==> src/rtl/fence_flush_ctrl.sv <==
// Flush/fence controller: drives stage, predictor, I$ and TLB flushes and drains
// the accelerator store channels plus D$ on FENCE. Optional drain timeout: FENCE_TIMEOUT_EN.
module fence_flush_ctrl #(
   parameter int unsigned NrAccPorts    = 2,
   parameter bit          WriteThrough  = 1'b0,
   parameter int unsigned TimeoutCycles = 1024
) (
   input  logic                  clk_i,
   input  logic                  rst_ni,
   input  logic                  mispredict_i,
   input  logic                  fence_i,
   input  logic                  fence_i_i,
   input  logic                  sfence_vma_i,
   input  logic                  flush_csr_i,
   input  logic                  flush_commit_i,
   input  logic                  ex_valid_i,
   input  logic                  eret_i,
   input  logic                  set_debug_pc_i,
   input  logic                  halt_csr_i,
   input  logic                  flush_dcache_ack_i,
   input  logic [NrAccPorts-1:0] acc_store_pending_i,
   output logic                  set_pc_commit_o,
   output logic                  flush_if_o,
   output logic                  flush_unissued_instr_o,
   output logic                  flush_id_o,
   output logic                  flush_ex_o,
   output logic                  flush_bp_o,
   output logic                  flush_icache_o,
   output logic                  flush_tlb_o,
   output logic                  flush_dcache_o,
   output logic                  halt_o,
   output logic [NrAccPorts-1:0] acc_wait_o,
   output logic                  fence_done_o,
   output logic                  fence_timeout_o
);

   if (NrAccPorts < 1 || NrAccPorts > 8 || TimeoutCycles < 1) begin : g_param_err
      $error("fence_flush_ctrl: NrAccPorts must be 1..8 and TimeoutCycles >= 1");
   end

   typedef enum logic [1:0] {IDLE, DRAIN, RELEASE} state_e;

   state_e                state_q, state_d;
   logic [NrAccPorts-1:0] acc_pend_q, acc_pend_d;
   logic                  dc_busy_q, dc_busy_d;
   logic                  flush_dc_q, flush_dc_d;
   logic                  done_q, done_d;
   logic                  tmo_q, tmo_d;
   logic                  start;
   logic                  tmo_hit;

   assign start = fence_i | fence_i_i;

`ifdef FENCE_TIMEOUT_EN
   localparam int CntW = $clog2(TimeoutCycles + 1);

   logic [CntW-1:0] cnt_q, cnt_d, cnt_inc;

   assign cnt_inc = cnt_q + 1'b1;
   assign tmo_hit = (state_q == DRAIN) && (cnt_inc == CntW'(TimeoutCycles));

   always_comb begin
      cnt_d = cnt_q;
      if (start) begin
         cnt_d = '0;
      end else if (state_q == DRAIN) begin
         cnt_d = cnt_inc;
      end
   end

   always_ff @(posedge clk_i or negedge rst_ni) begin
      if (!rst_ni) begin
         cnt_q <= '0;
      end else begin
         cnt_q <= cnt_d;
      end
   end
`else
   assign tmo_hit = 1'b0;
`endif

   // Later rules override earlier ones; exception/debug redirects win outright.
   always_comb begin
      set_pc_commit_o        = 1'b0;
      flush_if_o             = 1'b0;
      flush_unissued_instr_o = 1'b0;
      flush_id_o             = 1'b0;
      flush_ex_o             = 1'b0;
      flush_bp_o             = 1'b0;
      flush_icache_o         = 1'b0;
      flush_tlb_o            = 1'b0;
      if (mispredict_i) begin
         flush_if_o             = 1'b1;
         flush_unissued_instr_o = 1'b1;
      end
      if (fence_i || fence_i_i || sfence_vma_i || flush_csr_i || flush_commit_i) begin
         set_pc_commit_o        = 1'b1;
         flush_if_o             = 1'b1;
         flush_unissued_instr_o = 1'b1;
         flush_id_o             = 1'b1;
         flush_ex_o             = 1'b1;
      end
      if (fence_i_i) begin
         flush_icache_o = 1'b1;
      end
      if (sfence_vma_i) begin
         flush_tlb_o = 1'b1;
      end
      if (ex_valid_i || eret_i || set_debug_pc_i) begin
         set_pc_commit_o        = 1'b0;
         flush_if_o             = 1'b1;
         flush_unissued_instr_o = 1'b1;
         flush_id_o             = 1'b1;
         flush_ex_o             = 1'b1;
         flush_bp_o             = 1'b1;
      end
   end

   always_comb begin
      state_d    = state_q;
      acc_pend_d = acc_pend_q;
      dc_busy_d  = dc_busy_q;
      done_d     = 1'b0;
      tmo_d      = 1'b0;
      flush_dc_d = (start & !WriteThrough) | (dc_busy_q & !flush_dcache_ack_i);
      case (state_q)
         IDLE, RELEASE: begin
            state_d = IDLE;
            if (start) begin
               acc_pend_d = acc_store_pending_i;
               dc_busy_d  = !WriteThrough;
               state_d    = DRAIN;
            end
         end
         DRAIN: begin
            if (start) begin
               // A fence merged mid-drain re-arms the D$ flush even if acked now.
               acc_pend_d = acc_pend_q | acc_store_pending_i;
               dc_busy_d  = !WriteThrough;
            end else if (acc_pend_q == '0 && !dc_busy_q) begin
               state_d = RELEASE;
               done_d  = 1'b1;
            end else if (tmo_hit) begin
               acc_pend_d = '0;
               dc_busy_d  = 1'b0;
               state_d    = RELEASE;
               done_d     = 1'b1;
               tmo_d      = 1'b1;
            end else begin
               acc_pend_d = acc_pend_q & acc_store_pending_i;
               dc_busy_d  = dc_busy_q & !flush_dcache_ack_i;
            end
         end
         default: begin
            state_d = IDLE;
         end
      endcase
   end

   always_ff @(posedge clk_i or negedge rst_ni) begin
      if (!rst_ni) begin
         state_q    <= IDLE;
         acc_pend_q <= '0;
         dc_busy_q  <= 1'b0;
         flush_dc_q <= 1'b0;
         done_q     <= 1'b0;
         tmo_q      <= 1'b0;
      end else begin
         state_q    <= state_d;
         acc_pend_q <= acc_pend_d;
         dc_busy_q  <= dc_busy_d;
         flush_dc_q <= flush_dc_d;
         done_q     <= done_d;
         tmo_q      <= tmo_d;
      end
   end

   assign flush_dcache_o  = flush_dc_q;
   assign acc_wait_o      = acc_pend_q;
   assign fence_done_o    = done_q;
   assign fence_timeout_o = tmo_q;
   assign halt_o          = halt_csr_i | (state_q != IDLE);

endmodule

==> config.mk <==
export PLATFORM = sky130hd
export DESIGN_NAME = fence_flush_ctrl
export DESIGN_NICKNAME = d
export VERILOG_FILES = /design/src/rtl/fence_flush_ctrl.sv
export SDC_FILE = /design/constraint.sdc
export NUM_CORES = 1
export LEC_CHECK = 0
export CAP_MARGIN = 20
export CELL_PAD_IN_SITES_DETAIL_PLACEMENT = 2
export CELL_PAD_IN_SITES_GLOBAL_PLACEMENT = 2
export CORE_MARGIN = 2
export CORE_UTILIZATION = 17
export DETAILED_ROUTE_END_ITERATION = 8
export HOLD_SLACK_MARGIN = 0.12
export PLACE_DENSITY_LB_ADDON = 0.1
export REMOVE_ABC_BUFFERS = 1
export SETUP_SLACK_MARGIN = 0.5
export SLEW_MARGIN = 25
export SYNTH_ARGS = -nofsm -noshare
export SYNTH_HDL_FRONTEND = slang
export SYNTH_SLANG_ARGS = --single-unit
==> constraint.sdc <==
create_clock -name clk_i -period 1.5 [get_ports clk_i]
set_clock_uncertainty 0.1 [all_clocks]
set_input_delay 0.225 -clock clk_i [delete_from_list [all_inputs] [get_ports clk_i]]
set_output_delay 0.225 -clock clk_i [all_outputs]
set_load 0.005 [all_outputs]
==> results of run 1 <==
## final cells by class
cell class,instances,area [sq um],area share (%)
timing repair buffer,50,425,45.3
clock buffer,4,26.3,2.80
sequential,7,175,18.6
inverter,1,3.75,0.399
tap,28,35.0,3.73
multi-input combinational,31,274,29.2
## sequential cells by signal, indices dropped and copies added (netlist names)
register        flops
fence_done_o        1
dc_busy_q           1
flush_dcache_o      1
acc_wait_o          2
state_q             2
## layout by cell type (no fill, tap or decap), drive strengths merged
cell / instances
buf: 37
o21ai: 1
nor3: 1
a21oi: 4
nor2: 5
a211oi: 1
a32oi: 1
a41oi: 1
or3: 3
nor4: 1
inv: 1
nand2b: 2
and3b: 1
dlygate4sd2: 2
nand2: 6
conb: 1
dfrtp: 7
clkdlybuf4s50: 5
o32ai: 1
or2: 1
o31ai: 1
clkdlybuf4s15: 1
clkbuf: 9
## worst min-delay path by stage
stage	startpoint	endpoint	slack, ns	depth (start not counted)
floorplan	rst_ni	acc_wait_o[0]	-0.17	0
global placement	rst_ni	fence_done_o	0.41	1
CTS	rst_ni	flush_dcache_o	0.14	1
finish	rst_ni	fence_done_o	0.14	1
detailed placement	rst_ni	flush_dcache_o	0.41	1
global route	rst_ni	fence_done_o	0.17	1
## logic make-up after synthesis
group           after synthesis  share of synthesized area [%]
compound gates               10                           17.4
buf+inv                       8                           11.9
flops                         7                           42.8
other cells                   1                          0.917
simple gates                 20                           26.9
## per-layer routing
metal | wire (microns) | vias to the layer above | part of all wire (%)
met4 | 6 | 0 | 0.35
met5 | 0 | - | 0
met2 | 860 | 26 | 51
met1 | 648 | 254 | 38
met3 | 182 | 2 | 11
li1 | - | 250 | -
## timing repair
action / 4_1_cts / 5_1_grt
setup endpoints to repair: 20 / 18
setup buffers: 14 / 0
gates resized for setup: 91 / 19
pin swaps: 15 / 5
hold buffers: 0 / 0
## critical path, delay by kind of cell
kind                   cells  cell delay [ns]
buffers and inverters      3             0.39
AND/OR/NAND/NOR            3             0.47
## power breakdown
part           switching (W)  internal (W)  total (W)
clock network      0.0000732      0.000102   0.000175
logic              0.0000631      0.000104   0.000167
registers         0.00000670      0.000199   0.000205
## stage by stage
stage / setup TNS (ns) / hold WS (ns) / setup slack, ns / util, %
4_1_cts: 0 / 0.140 / 0.0201 / 40.4
3_5_place_dp: -4.58 / 0.412 / -0.632 / 32.7
5_1_grt: 0 / 0.167 / 0.0345 / 41.7
3_3_place_gp: -4.32 / 0.408 / -0.600 / 32.7
2_1_floorplan: 0 / -0.171 / 0.144 / -
6_report: 0 / 0.138 / 0.0820 / 41.7
==> results.py, run 1 <==
metrics = {
    "place": {
        "port-buffer-count": 27,
        "routability_driven_placement_congestion_ratio": 0.672,
        "place_area_sq_um": 737,
        "hpwl_mm": 1.11,
        "post-place-cells": 103,
    },
    "clocking": {
        "ctsLongestPathBuffers": 2,
        "h-tree-depth": 1,
        "tritoncts_clock_tree": "yes",
        "cts.sink_count": 7,
        "clockRootBuffer": "sky130_fd_sc_hd__clkbuf_4",
        "clk_latency_ns": 0.25,
        "cts.reportedPaths.clkPinSlew_ns": 0.06,
        "cts_made_buffers": 3,
    },
    "grt": {
        "globalRoute.busiestLayer": "met2",
        "grt_antenna_before_repair": 0,
        "groute.layer.met2.usage_pct": 25.0,
        "track_usage_pct": 14.3,
        "pin_count_of_the_biggest_net_entering_global_routing": 10,
        "globalRouteOverflowTotal": 0,
        "grt_pass1_wl_mm": 2.82,
        "grt_pass1_vias": 613,
        "grt_use_met3_pct": 5.08,
        "use_met1_pct": 16.4,
    },
    "timing": {
        "max_freq_ghz": 0.705,
        "rsz0062_at_grt": "true",
        "setup-violations-final": 0,
        "final.period_utilization_pct": 94.5,
        "drv_slew": 0,
        "report.final.hold_viol_count": 0,
        "min_period_ns": 1.42,
    },
    "critical_path": {
        "worst_path_largest_cell_delay_ns": 0.25,
        "setup.worst_path.start_class": "primary input",
        "crit_path_start": "fence_i_i",
        "worst_r2r_endpoint": "acc_wait_o[1]",
        "critical_path.endpoint_type": "output pin",
        "r2r-start": "acc_wait_o[0]",
        "r2r_slack_ns": 0.10,
        "setup.worst_path.class": "primary input to output pin",
        "crit_path_top_delay_cell": "sky130_fd_sc_hd__or2_4",
        "ff2ff_path_depth": 4,
        "crit_end": "flush_id_o",
        "cp.arrival_ns": 1.09,
        "path_cells": "buf_6 -> or2_4 -> nor4_4 -> buf_4 -> nand2b_4 -> buf_6",
        "cp_data_required_time_ns": 1.17,
        "critical-path-top-cell-by-count": "sky130_fd_sc_hd__buf_6",
        "worstPathMaxFanout": 2,
    },
    "synthesis": {
        "ys_types": 21,
        "synth-seq-area-share_pct": 42.8,
        "postSynthAreaPerCell_sq_um": 8.89,
        "most_frequent_cells_after_synthesis": "7 x sky130_fd_sc_hd__dfrtp_1, 6 x sky130_fd_sc_hd__nand2_1, 5 x sky130_fd_sc_hd__buf_4, 5 x sky130_fd_sc_hd__nor2_1, 4 x sky130_fd_sc_hd__a21oi_1",
        "post-synth-top-count-cell": "sky130_fd_sc_hd__dfrtp_1",
        "post-synth-top-area-cell": "sky130_fd_sc_hd__dfrtp_1",
        "syn-instance-count": 46,
        "synth_edf_count": 0,
        "ys_top_cells_by_area": "sky130_fd_sc_hd__dfrtp_1 43%, sky130_fd_sc_hd__buf_4 9.2%, sky130_fd_sc_hd__nand2_1 5.5%",
        "postSynth.asyncResetShare_pct": 100,
        "ys_seq_elements": 7,
        "mappedNetlistArea_sq_um": 409,
        "synth_top_cell_area_share_pct": 42.8,
        "synth_flop_cell": "sky130_fd_sc_hd__dfrtp_1",
        "synth.yosys.warnings": 0,
    },
    "job": {
        "maxCapViolations": 0,
    },
    "pwr": {
        "p_per_area_mw_per_mm2": 582,
        "power.total_w": 0.000547,
        "p_leak_nw": 0.443,
        "maximum_vdd_ir_drop_mv": 0.246,
    },
    "finish": {
        "nNetsFinal": 109,
        "final-instance-count-excl-fill": 121,
        "area.growth.synth_to_final_pct": 130,
        "final.fill_count": 256,
        "stdcell_area_sq_um": 940,
        "final_layout_size_suffix_gt1_share_pct": 66.7,
        "antenna_cells": 0,
    },
    "floorplanning": {
        "ios": 29,
        "effective_utilization_at_floorplan_pct": 18.1,
        "core_area_sq_mm": 0.00225,
        "placementRows": 17,
        "die_footprint_sq_mm": 0.00282,
        "die_width_microns": 53.1,
        "floorplan.die.height_microns": 53.1,
    },
    "routing": {
        "drt_drc_violations_left": 0,
        "ant_nets": 0,
        "wl_per_cell_microns": 14.0,
        "route.final.wire_length_mm": 1.70,
        "detailroute.via_count": 532,
        "dr.first_iter.drc_count": 1,
        "routed_via_density": 4.40,
        "firstDrtPassIters": 4,
    },
    "outcome": {
        "status": "finished clean",
    },
    "hold_path": {
        "holdCritPathClass": "primary input to asynchronous set/reset pin",
    },
}
Power figures use the tool's default switching activity.
==> run 2: changes to the inputs <==
Settings changed: CORE_UTILIZATION 17 to 28, DONT_BUFFER_PORTS set to 1.
==> run 2 against run 1 <==
  * Final area is 34% lower
  * Count of clock-buffer cells in the layout unchanged
  * Core utilization rose by 4.7 points
  * Global-route usage up 0.72 points
  * Non-clock buffer count decreased by 33
  * Via count shrank 25%
  * Flip-flop and latch count did not move
  * Critical path type is now register to register
==> results.py, run 2 (synthesis results as in run 1) <==
metrics = {
    "outcome": {
        "status": "finished clean",
    },
    "critical_path": {
        "setup.worst_path.class": "register to register",
        "cp_data_required_time_ns": 1.52,
        "critical_path.endpoint_type": "register",
        "cp_top_family": "simple AND/OR/NAND/NOR gates",
        "r2r_slack_ns": 0.07,
        "crit_path_top_delay_cell": "sky130_fd_sc_hd__nor3_1",
        "timing.critical_path.buf_inv": 0,
        "setup.worst_path.start_class": "register",
        "path_cells": "nor3_1 -> and3b_1 -> a211oi_2",
        "worst_path_largest_cell_delay_ns": 0.47,
        "worstPathMaxFanout": 3,
        "number_of_stages_on_the_worst_setup_path": 3,
        "ff2ff_path_depth": 3,
        "cp.arrival_ns": 1.46,
    },
    "finish": {
        "layout_commonest_cell": "sky130_fd_sc_hd__buf_4",
        "nNetsFinal": 76,
        "final_layout_size_suffix_gt1_share_pct": 50.0,
        "mostFrequentLayoutCells": "9 x sky130_fd_sc_hd__buf_4, 5 x sky130_fd_sc_hd__nand2_1, 5 x sky130_fd_sc_hd__dfrtp_1",
        "antenna_cells": 0,
        "final-instance-count-excl-fill": 75,
        "final.fill_count": 147,
        "area.growth.synth_to_final_pct": 51.1,
        "stdcell_area_sq_um": 618,
    },
    "timing": {
        "slew-limit-headroom_pct": 65.3,
        "worstMarginPinSlew_ns": 0.516,
        "max_freq_ghz": 0.698,
        "drv_slew": 0,
        "min_period_ns": 1.43,
        "report.final.hold_viol_count": 0,
        "fin_setup_tns_ns": 0,
        "final.period_utilization_pct": 95.5,
        "setup-violations-final": 0,
        "rsz0062_at_grt": "true",
        "worst_hold_slack_ns": 0.0517,
    },
    "place": {
        "hpwl_microns": 855,
        "place_area_sq_um": 390,
        "port-buffer-count": 0,
        "routability_driven_placement_congestion_ratio": 0.694,
        "post-place-cells": 55,
    },
    "clocking": {
        "holdBufCountCts": 4,
        "cts.reportedPaths.clkPinSlew_ns": 0.05,
        "ctsLongestPathBuffers": 2,
        "h-tree-depth": 1,
        "cts_made_buffers": 3,
        "tritoncts_clock_tree": "yes",
        "clockRootBuffer": "sky130_fd_sc_hd__clkbuf_4",
        "cts.sink_count": 7,
        "clk_latency_ns": 0.26,
    },
    "floorplanning": {
        "floorplan.die.height_microns": 42.2,
        "die_width_microns": 42.2,
        "core_area_sq_mm": 0.00133,
        "ios": 29,
        "placementRows": 13,
        "die_footprint_sq_mm": 0.00178,
        "effective_utilization_at_floorplan_pct": 30.7,
    },
    "hold_path": {
        "holdCritPathClass": "primary input to register",
        "timing.hold.worst_path_depth": 2,
    },
    "routing": {
        "drt_drc_violations_left": 0,
        "route.final.wire_length_mm": 1.31,
        "dr.first_iter.drc_count": 6,
        "wl_per_cell_microns": 17.4,
        "ant_nets": 0,
        "detailroute.via_count": 400,
        "firstDrtPassIters": 3,
        "routed_via_density": 5.33,
    },
    "grt": {
        "grt_pass1_wl_mm": 1.95,
        "grt_antenna_before_repair": 0,
        "globalRouteOverflowTotal": 0,
        "grt_pass1_vias": 438,
        "track_usage_pct": 15.1,
        "pin_count_of_the_biggest_net_entering_global_routing": 10,
    },
    "job": {
        "maxCapViolations": 0,
    },
    "pwr": {
        "maximum_vdd_ir_drop_mv": 0.430,
        "p_leak_nw": 0.249,
        "power.total_w": 0.000457,
        "p_per_area_mw_per_mm2": 740,
    },
}
[run 2: changes by cell type in the layout (fill, tap and decap cells not counted), moves of 2 or more]
cell | previous run | this run
sky130_fd_sc_hd__buf_4 | 15 | 9
sky130_fd_sc_hd__clkbuf_2 | 5 | 0
sky130_fd_sc_hd__nor2_4 | 2 | 0
sky130_fd_sc_hd__buf_6 | 16 | 4
sky130_fd_sc_hd__clkdlybuf4s50_1 | 5 | 0
sky130_fd_sc_hd__dfrtp_1 | 7 | 5
sky130_fd_sc_hd__dlygate4sd2_1 | 2 | 0
sky130_fd_sc_hd__dfrtp_2 | 0 | 2
sky130_fd_sc_hd__dlygate4sd3_1 | 0 | 4
sky130_fd_sc_hd__buf_2 | 6 | 0
[run 2: worst paths after layout]
| check | from | endpoint |
|---|---|---|
| max in group asynchronous | rst_ni | state_q[0] |
| min in group asynchronous | rst_ni | acc_wait_o[0] |
| worst max-delay path | state_q[1] | acc_wait_o[1] |
| worst max register to register | state_q[1] | acc_wait_o[1] |
| worst min-delay path | fence_i | flush_dcache_o |
| worst min register to register | dc_busy_q | dc_busy_q |
[run 2: worst register-to-register path, stage by stage (launching register included)]
cell and delay [ns]:
sky130_fd_sc_hd__dfrtp_2 0.43, sky130_fd_sc_hd__nor3_1 0.47, sky130_fd_sc_hd__and3b_1 0.25, sky130_fd_sc_hd__a211oi_2 0.06
[run 2: through the flow]
stage | utilization [%] | setup WS [ns]
after floorplan | - | 0.144
after global placement | 29.3 | 0.136
after detailed placement | 29.3 | 0.104
after CTS | 41.1 | 0.112
after global routing | 46.3 | -0.0122
final | 46.3 | 0.0671
[run 2: area by class of cell]
| class | instances | area (sq um) | area share [%] |
|---|---|---|---|
| tap | 15 | 18.8 | 3.04 |
| inverter | 1 | 3.75 | 0.607 |
| timing repair buffer | 17 | 153 | 24.7 |
| sequential | 7 | 178 | 28.7 |
| clock buffer | 4 | 26.3 | 4.25 |
| multi-input combinational | 31 | 239 | 38.7 |
[run 2: repair_timing]
action | in CTS | in global routing
endpoints found under the hold margin | 12 | 1
resized for setup | 10 | 7
setup buffers | 7 | 5
pin swaps | 3 | 8
setup endpoints to repair | 14 | 14
[run 2: report_power, final]
group / total [W] / leakage [nW] / switching, W / internal, W
combinational: 0.0000757 / 0.159 / 0.0000338 / 0.0000419
clock: 0.000173 / 0.0150 / 0.0000713 / 0.000102
sequential: 0.000209 / 0.0747 / 0.00000981 / 0.000199
[run 2: layer usage]
metal | up-vias | part of all wire [%] | track usage, %
li1 | 183 | - | -
met1 | 197 | 39 | 15.7
met2 | 20 | 54 | 26.5
met3 | 0 | 7.2 | 9.05
met4 | 0 | 0 | 1.88
met5 | - | 0 | 0
==> run 3: changes to the inputs <==
Settings changed: SKIP_CTS_REPAIR_TIMING set to 1.
==> run 3 against run 2 <==
  * Register-to-register slack better by 0.04 ns
  * Sequential power is essentially flat
  * Critical path depth is 2 lower
  * Count of clock-buffer cells in the layout is the same
  * Flip-flop and latch count unchanged
==> results.py, run 3 (synthesis results as in run 1) <==
metrics = {
    "timing": {
        "fin_setup_tns_ns": 0,
        "final.period_utilization_pct": 93.7,
        "drv_slew": 0,
        "report.final.hold_viol_count": 0,
        "layout_setup_ws_ns": 0.0950,
        "rsz0062_at_grt": "true",
        "max_freq_ghz": 0.712,
        "min_period_ns": 1.40,
        "setup-violations-final": 0,
    },
    "critical_path": {
        "critical_path.endpoint_type": "output pin",
        "crit_path_top_delay_cell": "sky130_fd_sc_hd__dfrtp_2",
        "timing.critical_path.buf_inv": 0,
        "cp_top_family": "flip-flops",
        "path_cells": "or3_1",
        "cp_data_required_time_ns": 1.17,
        "setup.worst_path.start_class": "register",
        "worstPathMaxFanout": 5,
        "setup.worst_path.class": "register to output pin",
        "worst_path_largest_cell_delay_ns": 0.43,
        "cp.arrival_ns": 1.08,
    },
    "finish": {
        "layout_commonest_cell": "sky130_fd_sc_hd__buf_4",
        "final.fill_count": 144,
        "mostFrequentLayoutCells": "10 x sky130_fd_sc_hd__buf_4, 5 x sky130_fd_sc_hd__nand2_1, 5 x sky130_fd_sc_hd__dfrtp_1",
        "area.sequential_sq_um": 178,
        "area_used_by_multi_input_combinational_logic_sq_um": 255,
        "antenna_cells": 0,
        "area.growth.synth_to_final_pct": 51.4,
        "nNetsFinal": 75,
        "final_layout_size_suffix_gt1_share_pct": 52.5,
    },
    "routing": {
        "detailroute.via_count": 395,
        "wl_per_cell_microns": 17.1,
        "drt_drc_violations_left": 0,
        "dr.first_iter.drc_count": 6,
        "firstDrtPassIters": 3,
        "routed_via_density": 5.34,
        "route.final.wire_length_mm": 1.26,
        "ant_nets": 0,
    },
    "clocking": {
        "cts.sink_count": 7,
        "clockRootBuffer": "sky130_fd_sc_hd__clkbuf_4",
        "clk_latency_ns": 0.25,
        "h-tree-depth": 1,
        "cts_made_buffers": 3,
        "tritoncts_clock_tree": "yes",
        "ctsLongestPathBuffers": 2,
        "cts.reportedPaths.clkPinSlew_ns": 0.05,
    },
    "pwr": {
        "maximum_vdd_ir_drop_mv": 0.457,
        "p_leak_nw": 0.247,
        "p_per_area_mw_per_mm2": 726,
    },
    "floorplanning": {
        "core_area_sq_mm": 0.00133,
        "effective_utilization_at_floorplan_pct": 30.7,
        "die_width_microns": 42.2,
        "floorplan.die.height_microns": 42.2,
        "ios": 29,
        "die_footprint_sq_mm": 0.00178,
        "placementRows": 13,
    },
    "grt": {
        "track_usage_pct": 13.8,
        "globalRouteOverflowTotal": 0,
        "grt_antenna_before_repair": 0,
        "grt_pass1_wl_mm": 1.75,
        "grt_pass1_vias": 368,
        "pin_count_of_the_biggest_net_entering_global_routing": 11,
    },
    "place": {
        "port-buffer-count": 0,
        "dpl_worst_slack_ns": 0.104,
        "hpwl_microns": 855,
        "routability_driven_placement_congestion_ratio": 0.694,
    },
    "hold_path": {
        "holdCritPathClass": "primary input to register",
    },
    "job": {
        "maxCapViolations": 0,
    },
    "outcome": {
        "status": "finished clean",
    },
}
run 3: cell types whose count changed in the layout (fill, tap and decap cells not counted):
cell / delta
sky130_fd_sc_hd__nor3_2: +1
sky130_fd_sc_hd__buf_4: +1
sky130_fd_sc_hd__a21oi_1: -1
sky130_fd_sc_hd__buf_6: -2
sky130_fd_sc_hd__a21oi_4: +1
sky130_fd_sc_hd__nor3_1: -1
run 3: layout make-up:
cell class,instances,area share (%)
Tap cell,15,3.03
Timing Repair Buffer,16,22.2
Clock buffer,4,4.24
Multi-Input combinational cell,31,41.2
Sequential cell,7,28.7
Inverter,1,0.606
run 3: worst paths after layout:
path	start	endpoint	slack, ns	depth (start not counted)
worst max register to register	acc_wait_o[1]	acc_wait_o[1]	0.11	3
min in group asynchronous	rst_ni	fence_done_o	0.21	1
worst min register to register	dc_busy_q	flush_dcache_o	0.49	2
worst max-delay path	state_q[1]	halt_o	0.1	1
max in group asynchronous	rst_ni	state_q[1]	0.81	1
worst min-delay path	fence_i	flush_dcache_o	0.06	2
run 3: per-layer routing:
layer / vias up / wire length [microns] / GRT usage (%)
li1: 180 / - / -
met1: 197 / 476 / 14.1
met2: 18 / 702 / 24.0
met3: 0 / 83 / 9.05
met4: 0 / 0 / 1.88
met5: - / 0 / 0
run 3: power breakdown:
group | internal (W) | leakage [nW] | switching (W) | total [W]
clock network | 0.000101 | 0.0150 | 0.0000682 | 0.000170
registers | 0.000199 | 0.0747 | 0.0000102 | 0.000209
logic | 0.0000384 | 0.157 | 0.0000326 | 0.0000710
total | 0.000339 | 0.247 | 0.000111 | 0.000450
run 3: through the flow:
stage / util, % / hold WS, ns / total power, W / cell area, sq um / instances
floorplan: - / -0.171 / 0.000237 / 364 / 39
global placement: 29.3 / -0.170 / 0.000248 / 390 / 55
detailed placement: 29.3 / -0.170 / 0.000252 / 390 / 55
CTS: 31.2 / -0.442 / 0.000426 / 417 / 59
global route: 46.4 / 0.0684 / 0.000482 / 619 / 74
finish: 46.4 / 0.0594 / 0.000450 / 619 / 74
run 3: worst reg2reg max path, cell delays in order (launching register included):
cell	delay, ns
sky130_fd_sc_hd__dfrtp_1	0.43
sky130_fd_sc_hd__or3_4	0.44
sky130_fd_sc_hd__and3b_1	0.19
sky130_fd_sc_hd__a211oi_2	0.16
